## config.mk

```make
export PLATFORM = sky130hd
export DESIGN_NAME = rf_wb_arbiter
export DESIGN_NICKNAME = d
export VERILOG_FILES = /design/src/rtl/rf_wb_arbiter.sv
export SDC_FILE = /design/constraint.sdc
export NUM_CORES = 1
export LEC_CHECK = 0
export CORE_UTILIZATION = 41
export DETAILED_ROUTE_END_ITERATION = 7
export PLACE_DENSITY_LB_ADDON = 0.08
export SLEW_MARGIN = 25
export SYNTH_ARGS = -nofsm -noshare
export SYNTH_HDL_FRONTEND = slang
export SYNTH_SLANG_ARGS = --single-unit
```

## constraint.sdc

```tcl
create_clock -name i_clk -period 4.7 [get_ports i_clk]
set_clock_uncertainty 0.1 [all_clocks]
set_input_delay 1.41 -clock i_clk [delete_from_list [all_inputs] [get_ports i_clk]]
set_output_delay 1.41 -clock i_clk [all_outputs]
set_load 0.005 [all_outputs]
```

## src/rtl/rf_wb_arbiter.sv

```systemverilog
// Register-file writeback arbiter: pipeline requester A has priority, the
// long-latency requester B is force-granted after waiting STARVE_LIMIT cycles.
module rf_wb_arbiter #(
  parameter int unsigned STARVE_LIMIT = 4
) (
  input  logic        i_clk,
  input  logic        i_rst,
  input  logic        i_a_valid,
  input  logic [4:0]  i_a_addr,
  input  logic [31:0] i_a_data,
  output logic        o_a_ready,
  input  logic        i_b_valid,
  input  logic [4:0]  i_b_addr,
  input  logic [31:0] i_b_data,
  output logic        o_b_ready,
  output logic        o_rd_wren,
  output logic [4:0]  o_rd_addr,
  output logic [31:0] o_rd_data,
  output logic        o_stall,
  output logic [3:0]  o_starve_cnt
);

  localparam logic [3:0] LIMIT = 4'(STARVE_LIMIT);

  logic [3:0]  r_cnt;
  logic        r_wren;
  logic [4:0]  r_addr;
  logic [31:0] r_data;

  logic        w_force;
  logic        w_conflict;
  logic [3:0]  w_cnt_nxt;
  logic        w_wren_nxt;
  logic [4:0]  w_addr_nxt;
  logic [31:0] w_data_nxt;

  // Grant decision: forced B grant beats A; same-address B is swallowed when A wins.
  always_comb begin
    w_force    = i_b_valid & (r_cnt == LIMIT);
    w_conflict = i_a_valid & i_b_valid & (i_a_addr == i_b_addr) & (i_a_addr != 5'd0);
    o_a_ready  = 1'b0;
    o_b_ready  = 1'b0;
    if (i_rst) begin
      o_a_ready = 1'b0;
      o_b_ready = 1'b0;
    end else if (w_force) begin
      o_b_ready = 1'b1;
    end else if (i_a_valid) begin
      o_a_ready = 1'b1;
      o_b_ready = w_conflict;
    end else begin
      o_b_ready = i_b_valid;
    end
  end

  // Next-state for the wait counter and the registered write port.
  always_comb begin
    w_cnt_nxt  = 4'd0;
    w_wren_nxt = 1'b0;
    w_addr_nxt = r_addr;
    w_data_nxt = r_data;
    if (i_b_valid & ~o_b_ready) begin
      if (r_cnt >= LIMIT) begin
        w_cnt_nxt = LIMIT;
      end else begin
        w_cnt_nxt = r_cnt + 4'd1;
      end
    end else begin
      w_cnt_nxt = 4'd0;
    end
    if (o_a_ready) begin
      w_wren_nxt = (i_a_addr != 5'd0);
      w_addr_nxt = i_a_addr;
      w_data_nxt = i_a_data;
    end else if (o_b_ready) begin
      w_wren_nxt = (i_b_addr != 5'd0);
      w_addr_nxt = i_b_addr;
      w_data_nxt = i_b_data;
    end else begin
      w_wren_nxt = 1'b0;
    end
  end

  // State registers with synchronous reset.
  always_ff @(posedge i_clk) begin
    if (i_rst) begin
      r_cnt  <= 4'd0;
      r_wren <= 1'b0;
      r_addr <= 5'd0;
      r_data <= 32'd0;
    end else begin
      r_cnt  <= w_cnt_nxt;
      r_wren <= w_wren_nxt;
      r_addr <= w_addr_nxt;
      r_data <= w_data_nxt;
    end
  end

  // Outputs read as zero for the whole reset window, including its first cycle.
  always_comb begin
    o_rd_wren    = r_wren & ~i_rst;
    o_rd_addr    = i_rst ? 5'd0 : r_addr;
    o_rd_data    = i_rst ? 32'd0 : r_data;
    o_starve_cnt = i_rst ? 4'd0 : r_cnt;
    o_stall      = i_a_valid & ~o_a_ready;
  end

endmodule

```

==> impl_metrics.tcl, run 1 <==
set metrics [dict create \
    p_sw_share_pct 24.4 \
    end_kind "output pin" \
    finalNonFillerCells 433 \
    critPathLaunchType "input port" \
    status "finished clean" \
    wl_per_cell_um 12.4 \
    powerDensity_nw_per_um2 249 \
    worst_pin_slew_ps 575 \
    yosys-top-cells-area "dfxtp_1, mux2i_1, nor2b_1" \
    dp_hpwl_um 3840 \
    synth_top_area_share_pct 39.5 \
    cts_tree "done" \
    crit_required_ps 3190 \
    crit_family "simple AND/OR/NAND/NOR gates" \
    crit_end "o_b_ready" \
    htreeDepth 2 \
    synth_seq_area_share_pct 39.5 \
    routed_wl_um 5350 \
    synth.net_count 323 \
    timing.final.crit_share_pct 97.4 \
    synthesis.area_um2 2130 \
    syn2layout_area_growth_pct 65.3 \
    cts_buffers 5 \
    fmax_mhz 218 \
    syn_inst 243 \
    synthArstFlopShare_pct 0 \
    worstHoldStart "r_cnt[0]$_SDFF_PP0_" \
    setup_viol_count_final 0 \
    p_comb_share_pct 27.1 \
    grt_pass1_wl_um 8830 \
    drcViolationCount 0 \
    reg2regPathDepth 7 \
    yosys_warnings 0 \
    first_pass_iters 4 \
    rrSetupSlack_ps 2970 \
    layout-drive-gt1-share_pct 7.10 \
    crit_fanout 2 \
    clk_latency_ps 290 \
    peakVddDrop_uv 159 \
    yosysTopAreaCell "dfxtp_1" \
    grt_max_degree 61 \
    worstHoldPathType "flop to flop" \
    ant_nets 0 \
    r2r-end "r_data[23]$_SDFFE_PP0P_" \
    maxSlewViolCount 0 \
    yosys-top-cells-count "dfxtp_1, nor2b_1, nor2_1, mux2i_1, a21oi_1" \
    leakagePower_nw 1.38 \
    crit_path_max_incr_delay_ps 560 \
    pin_count 123 \
    placed_area_um2 3420 \
    path_depth 6 \
    clock-sinks 42 \
    final_area_um2 3520 \
    num_vias 2037 \
    port_buffers 122 \
    clockPowerShare_pct 27.3 \
    gp_congestion 0.779 \
    fin_tns_setup_ps 0 \
    path_buf_inv 2 \
    setup.worst_path.start "i_a_addr[0]" \
    rsz0062_at_grt "false" \
    fillers 399 \
    path_class "input port to output pin" \
    hold_viol_final 0 \
    ys_types 29 \
    die_area_um2 5490 \
    grt_antenna_before_repair 0 \
    grt_pass1_vias 2028 \
    die_height_um 74.1 \
    internal_power_mw 0.663 \
    core_um2 4850 \
    fin_nets 445 \
    slew_headroom_pct 61.7 \
    avgViaCountPerCell 4.70 \
    fin_crit_ps 4580 \
    postLayoutCoreUtil_pct 72.6 \
    r2r_start "r_cnt[0]$_SDFF_PP0_" \
    drtIter0Drc 62 \
    crit_arrival_ps 3070 \
    cts.clk_slew.worst_paths_ps 70 \
    start_util_pct 43.9 \
    crit_chain "clkdlybuf4s50_1, or4_1, nor2_2, nor4_2, o21a_1, dlygate4sd2_1" \
    cts_root_buf "clkbuf_8" \
    ctsHoldBuffers 0 \
    synth_top_flop_cell "dfxtp_1" \
    maxCapViolCount 0 \
    power_switching_mw 0.214 \
    synth_enable_flop_cells 0 \
    cts_buffer_depth 2 \
    die_width_um 74.1 \
    crit_slowest_cell "or4_1" \
    ys_ff_latch 42 \
    dp.cells 424 \
    diodes 0 \
    seqPwrFrac_pct 45.7 \
    grtUsageTotal_pct 20.7 \
    grt.overflow.total 0 \
    synth.avg_cell_area_um2 8.76 \
    rows 25 \
]
-- sequential cells by signal (all words and copies together), names as in the netlist --
| name | cells |
|---|---|
| r_cnt | 4 |
| r_data | 32 |
| r_wren | 1 |
| r_addr | 5 |
-- through the flow --
step | power, mW | setup WS (ps) | hold slack, ps
6_report | 0.877 | 123 | 370
5_1_grt | 0.923 | 55.0 | 400
4_1_cts | 0.889 | 159 | 374
3_5_place_dp | 0.647 | -29.9 | 358
3_3_place_gp | 0.643 | -38.5 | 365
2_1_floorplan | 0.510 | 884 | 342
-- routing by layer --
layer  wire (µm)  global-route usage, %  share of wire (%)  up-vias
met5           0                      0                  0        -
met4          49                   5.34               0.92        0
met3         448                   7.86                8.4        6
met2        2510                   36.5                 47       67
met1        2350                   23.5                 44      903
li1            -                      -                  -     1061
-- cell type report --
| class | instances | area [µm²] | area share [%] |
|---|---|---|---|
| Clock buffer | 7 | 86.3 | 2.45 |
| Clock inverter | 1 | 5.00 | 0.142 |
| Inverter | 3 | 11.3 | 0.320 |
| Multi-Input combinational cell | 181 | 1200 | 34.2 |
| Sequential cell | 42 | 841 | 23.9 |
| Tap cell | 67 | 83.8 | 2.38 |
| Timing Repair Buffer | 132 | 1290 | 36.6 |
-- worst reg2reg max path: stages, from the launching register on --
cell      delay [ps]
dfxtp_1          330
inv_1             80
ha_1             140
nand4b_1         160
nand2_2          110
buf_4            480
nor2_1           130
a21oi_1          140
-- kinds of logic after synthesis --
kind of cell             count (synthesis)  share of synthesized area, %
buffers and inverters                   20                          4.47
flip-flops                              42                          39.5
XOR/XNOR                                 5                          2.06
multiplexers                            38                          17.9
AND/OR/NAND/NOR                         95                          24.3
AO/OA/AOI/OAI                           40                          10.5
adder cells (fa/ha/maj)                  2                          1.17
other                                    1                         0.176
-- power by group through the flow --
stage	Clock, mW	Combinational (mW)	Sequential (mW)
floorplan	0	0.104	0.406
CTS	0.249	0.239	0.401
global route	0.257	0.261	0.405
global placement	0	0.235	0.408
finish	0.239	0.237	0.401
detailed placement	0	0.238	0.409
-- cell usage in the layout, fill, tap and decap left out, drive strengths merged --
master / count
xor2: 2
dlygate4sd2: 2
conb: 1
and2: 1
buf: 11
nor2b: 42
a21oi: 30
ha: 2
o21a: 1
clkbuf: 7
nor3: 1
o31ai: 1
xnor2: 3
dfxtp: 42
nor4b: 1
nor2: 41
or4: 2
nor4: 2
inv: 3
nand2: 2
o21ai: 1
nand4b: 1
nand3b: 1
clkinv: 1
a211oi: 7
nand3: 1
clkdlybuf4s50: 119
mux2i: 37
mux2: 1
-- worst min path at each step --
| stage | depth (start not counted) | slack [ps] | endpoint |
|---|---|---|---|
| after floorplan | 1 | 340 | r_cnt[0]$_SDFF_PP0_ |
| after global placement | 1 | 360 | r_cnt[0]$_SDFF_PP0_ |
| after detailed placement | 1 | 360 | r_cnt[0]$_SDFF_PP0_ |
| after CTS | 1 | 370 | r_cnt[0]$_SDFF_PP0_ |
| after global routing | 1 | 400 | r_cnt[0]$_SDFF_PP0_ |
| final | 1 | 370 | r_cnt[0]$_SDFF_PP0_ |
-- repair_timing --
action                                 4_1_cts  5_1_grt
resized for setup                            2        0
buffers inserted                             1        0
endpoints found under the hold margin        0        0
setup endpoints to repair                    1        0
Power figures use the tool's default switching activity.
==> inputs of run 2 (changes only) <==
CORE_UTILIZATION = 50   (was 41)
DONT_BUFFER_PORTS = 1   (was default)
==> impl_metrics.tcl, run 2 (synthesis gave the netlist of run 1 again) <==
set metrics [dict create \
    fillers 394 \
    hold_viol_final 0 \
    grt.overflow.total 0 \
    ant_nets 0 \
    cts_buffers 5 \
    syn2layout_area_growth_pct 5.17 \
    hold_ws_ps 380 \
    crit_required_ps 3190 \
    rrSetupSlack_ps 2730 \
    fmax_mhz 259 \
    crit_arrival_ps 2350 \
    core_um2 4060 \
    worst_slack_ps 845 \
    die_width_um 67.3 \
    power_switching_mw 0.178 \
    setup_viol_count_final 0 \
    crit_end "o_b_ready" \
    seqPwrFrac_pct 51.1 \
    cts_buffer_depth 2 \
    crit_slowest_cell "or4_1" \
    reg_top3 "r_data: 32 flops, r_addr: 5 flops, r_cnt: 4 flops" \
    cts_root_buf "clkbuf_8" \
    cts.clk_slew.worst_paths_ps 70 \
    drcViolationCount 0 \
    status "finished clean" \
    rsz0062_at_grt "false" \
    post_cts_resized 0 \
    largest_reg_flops 32 \
    rows 23 \
    clk_latency_ps 280 \
    layout-drive-gt1-share_pct 6.78 \
    cts_tree "done" \
    pin_count 123 \
    fin_crit_ps 3860 \
    dp_slack_ps 838 \
    r2r_start "r_cnt[0]$_SDFF_PP0_" \
    postLayoutCoreUtil_pct 55.2 \
    placed_area_um2 2130 \
    cts_setup_buffers 0 \
    end_kind "output pin" \
    avgViaCountPerCell 5.57 \
    p_sw_share_pct 22.8 \
    drtIter0Drc 48 \
    reg2regPathDepth 7 \
    num_vias 1592 \
    setup.worst_path.start "i_a_addr[3]" \
    die_area_um2 4520 \
    grt_pass1_wl_um 6020 \
    start_util_pct 52.5 \
    dp_hpwl_um 3020 \
    maxCapViolCount 0 \
    p_comb_share_pct 14.1 \
    gp_congestion 0.680 \
    crit_family "simple AND/OR/NAND/NOR gates" \
    grt_antenna_before_repair 0 \
    maxSlewViolCount 0 \
    r2r-end "r_data[10]$_SDFFE_PP0P_" \
    slew_headroom_pct 63.1 \
    internal_power_mw 0.605 \
    wl_per_cell_um 14.6 \
    path_buf_inv 0 \
    fin_tns_setup_ps 0 \
    grt_pass1_vias 1402 \
    routed_wl_um 4170 \
    layout_common_cells "dfxtp_1, nor2b_1, nor2_1, mux2i_1, a21oi_1" \
    fin_nets 315 \
    grt_max_degree 53 \
    worstHoldPathType "flop to flop" \
    path_class "input port to output pin" \
    final_area_um2 2240 \
    htreeDepth 2 \
    ctsHoldBuffers 0 \
    die_height_um 67.3 \
    clock-sinks 42 \
    timing.final.crit_share_pct 82.0 \
    path_depth 4 \
    crit_chain "or4_1, nor2_2, nor4_2, o21a_1" \
    worst_pin_slew_ps 552 \
    regMostFlops "r_data" \
    powerDensity_nw_per_um2 350 \
    clockPowerShare_pct 34.8 \
    first_pass_iters 4 \
    grtUsageTotal_pct 17.7 \
    crit_fanout 4 \
    diodes 0 \
    crit_path_max_incr_delay_ps 530 \
    final_common_cell "dfxtp_1" \
    port_buffers 0 \
    leakagePower_nw 0.874 \
    peakVddDrop_uv 205 \
    critPathLaunchType "input port" \
]
-- run 2: cell types whose count changed in the layout (fill, tap and decap cells not counted) --
cell             previous run  this run
buf_2                       1         0
buf_4                      10         2
bufinv_16                   0         1
clkbuf_1                    1         2
clkbuf_8                    6         5
clkdlybuf4s50_1           119         0
clkinv_2                    1         0
dlygate4sd2_1               2         0
-- run 2: cell type report --
cell class | instances | area, µm² | area share, %
flip-flops and latches | 42 | 841 | 37.5
repair buffers | 2 | 15.0 | 0.670
clock buffers | 7 | 76.3 | 3.41
clock inverters | 1 | 30.0 | 1.34
well taps | 50 | 62.6 | 2.79
inverters | 3 | 11.3 | 0.503
multi-input cells | 181 | 1200 | 53.7
-- run 2: worst min path at each step --
stage,start,to,cells after the start,slack [ps]
after floorplan,r_cnt[0]$_SDFF_PP0_,r_cnt[0]$_SDFF_PP0_,1,340
after global placement,r_cnt[0]$_SDFF_PP0_,r_cnt[0]$_SDFF_PP0_,1,350
after detailed placement,r_cnt[0]$_SDFF_PP0_,r_cnt[0]$_SDFF_PP0_,1,370
after CTS,r_cnt[0]$_SDFF_PP0_,r_cnt[0]$_SDFF_PP0_,1,380
after global routing,r_cnt[0]$_SDFF_PP0_,r_cnt[0]$_SDFF_PP0_,1,410
final,r_cnt[0]$_SDFF_PP0_,r_cnt[0]$_SDFF_PP0_,1,380
-- run 2: per-stage QoR --
step	std cells	total power, mW
6_report	286	0.783
2_1_floorplan	243	0.510
4_1_cts	286	0.793
3_5_place_dp	278	0.520
5_1_grt	286	0.825
3_3_place_gp	278	0.516
-- run 2: worst reg2reg max path, cell delays in order, from the launching register on --
cell and delay [ps]:
dfxtp_1 340, inv_1 80, ha_1 150, nand4b_1 160, nand2_2 460, buf_4 390
nor2_1 80, a21oi_1 130
-- run 2: power groups by stage --
stage | sequential [mW] | clock (mW) | combinational (mW)
CTS | 0.401 | 0.281 | 0.112
global placement | 0.408 | 0 | 0.108
detailed placement | 0.409 | 0 | 0.112
floorplan | 0.406 | 0 | 0.104
global route | 0.404 | 0.297 | 0.125
finish | 0.400 | 0.272 | 0.111
-- run 2: layer usage --
metal | share of wire [%] | GRT usage, % | vias to the layer above
met3 | 10 | 7.94 | 5
li1 | - | - | 799
met4 | 1.2 | 6.38 | 0
met1 | 42 | 20.0 | 706
met5 | 0 | 0 | -
met2 | 46 | 29.4 | 82
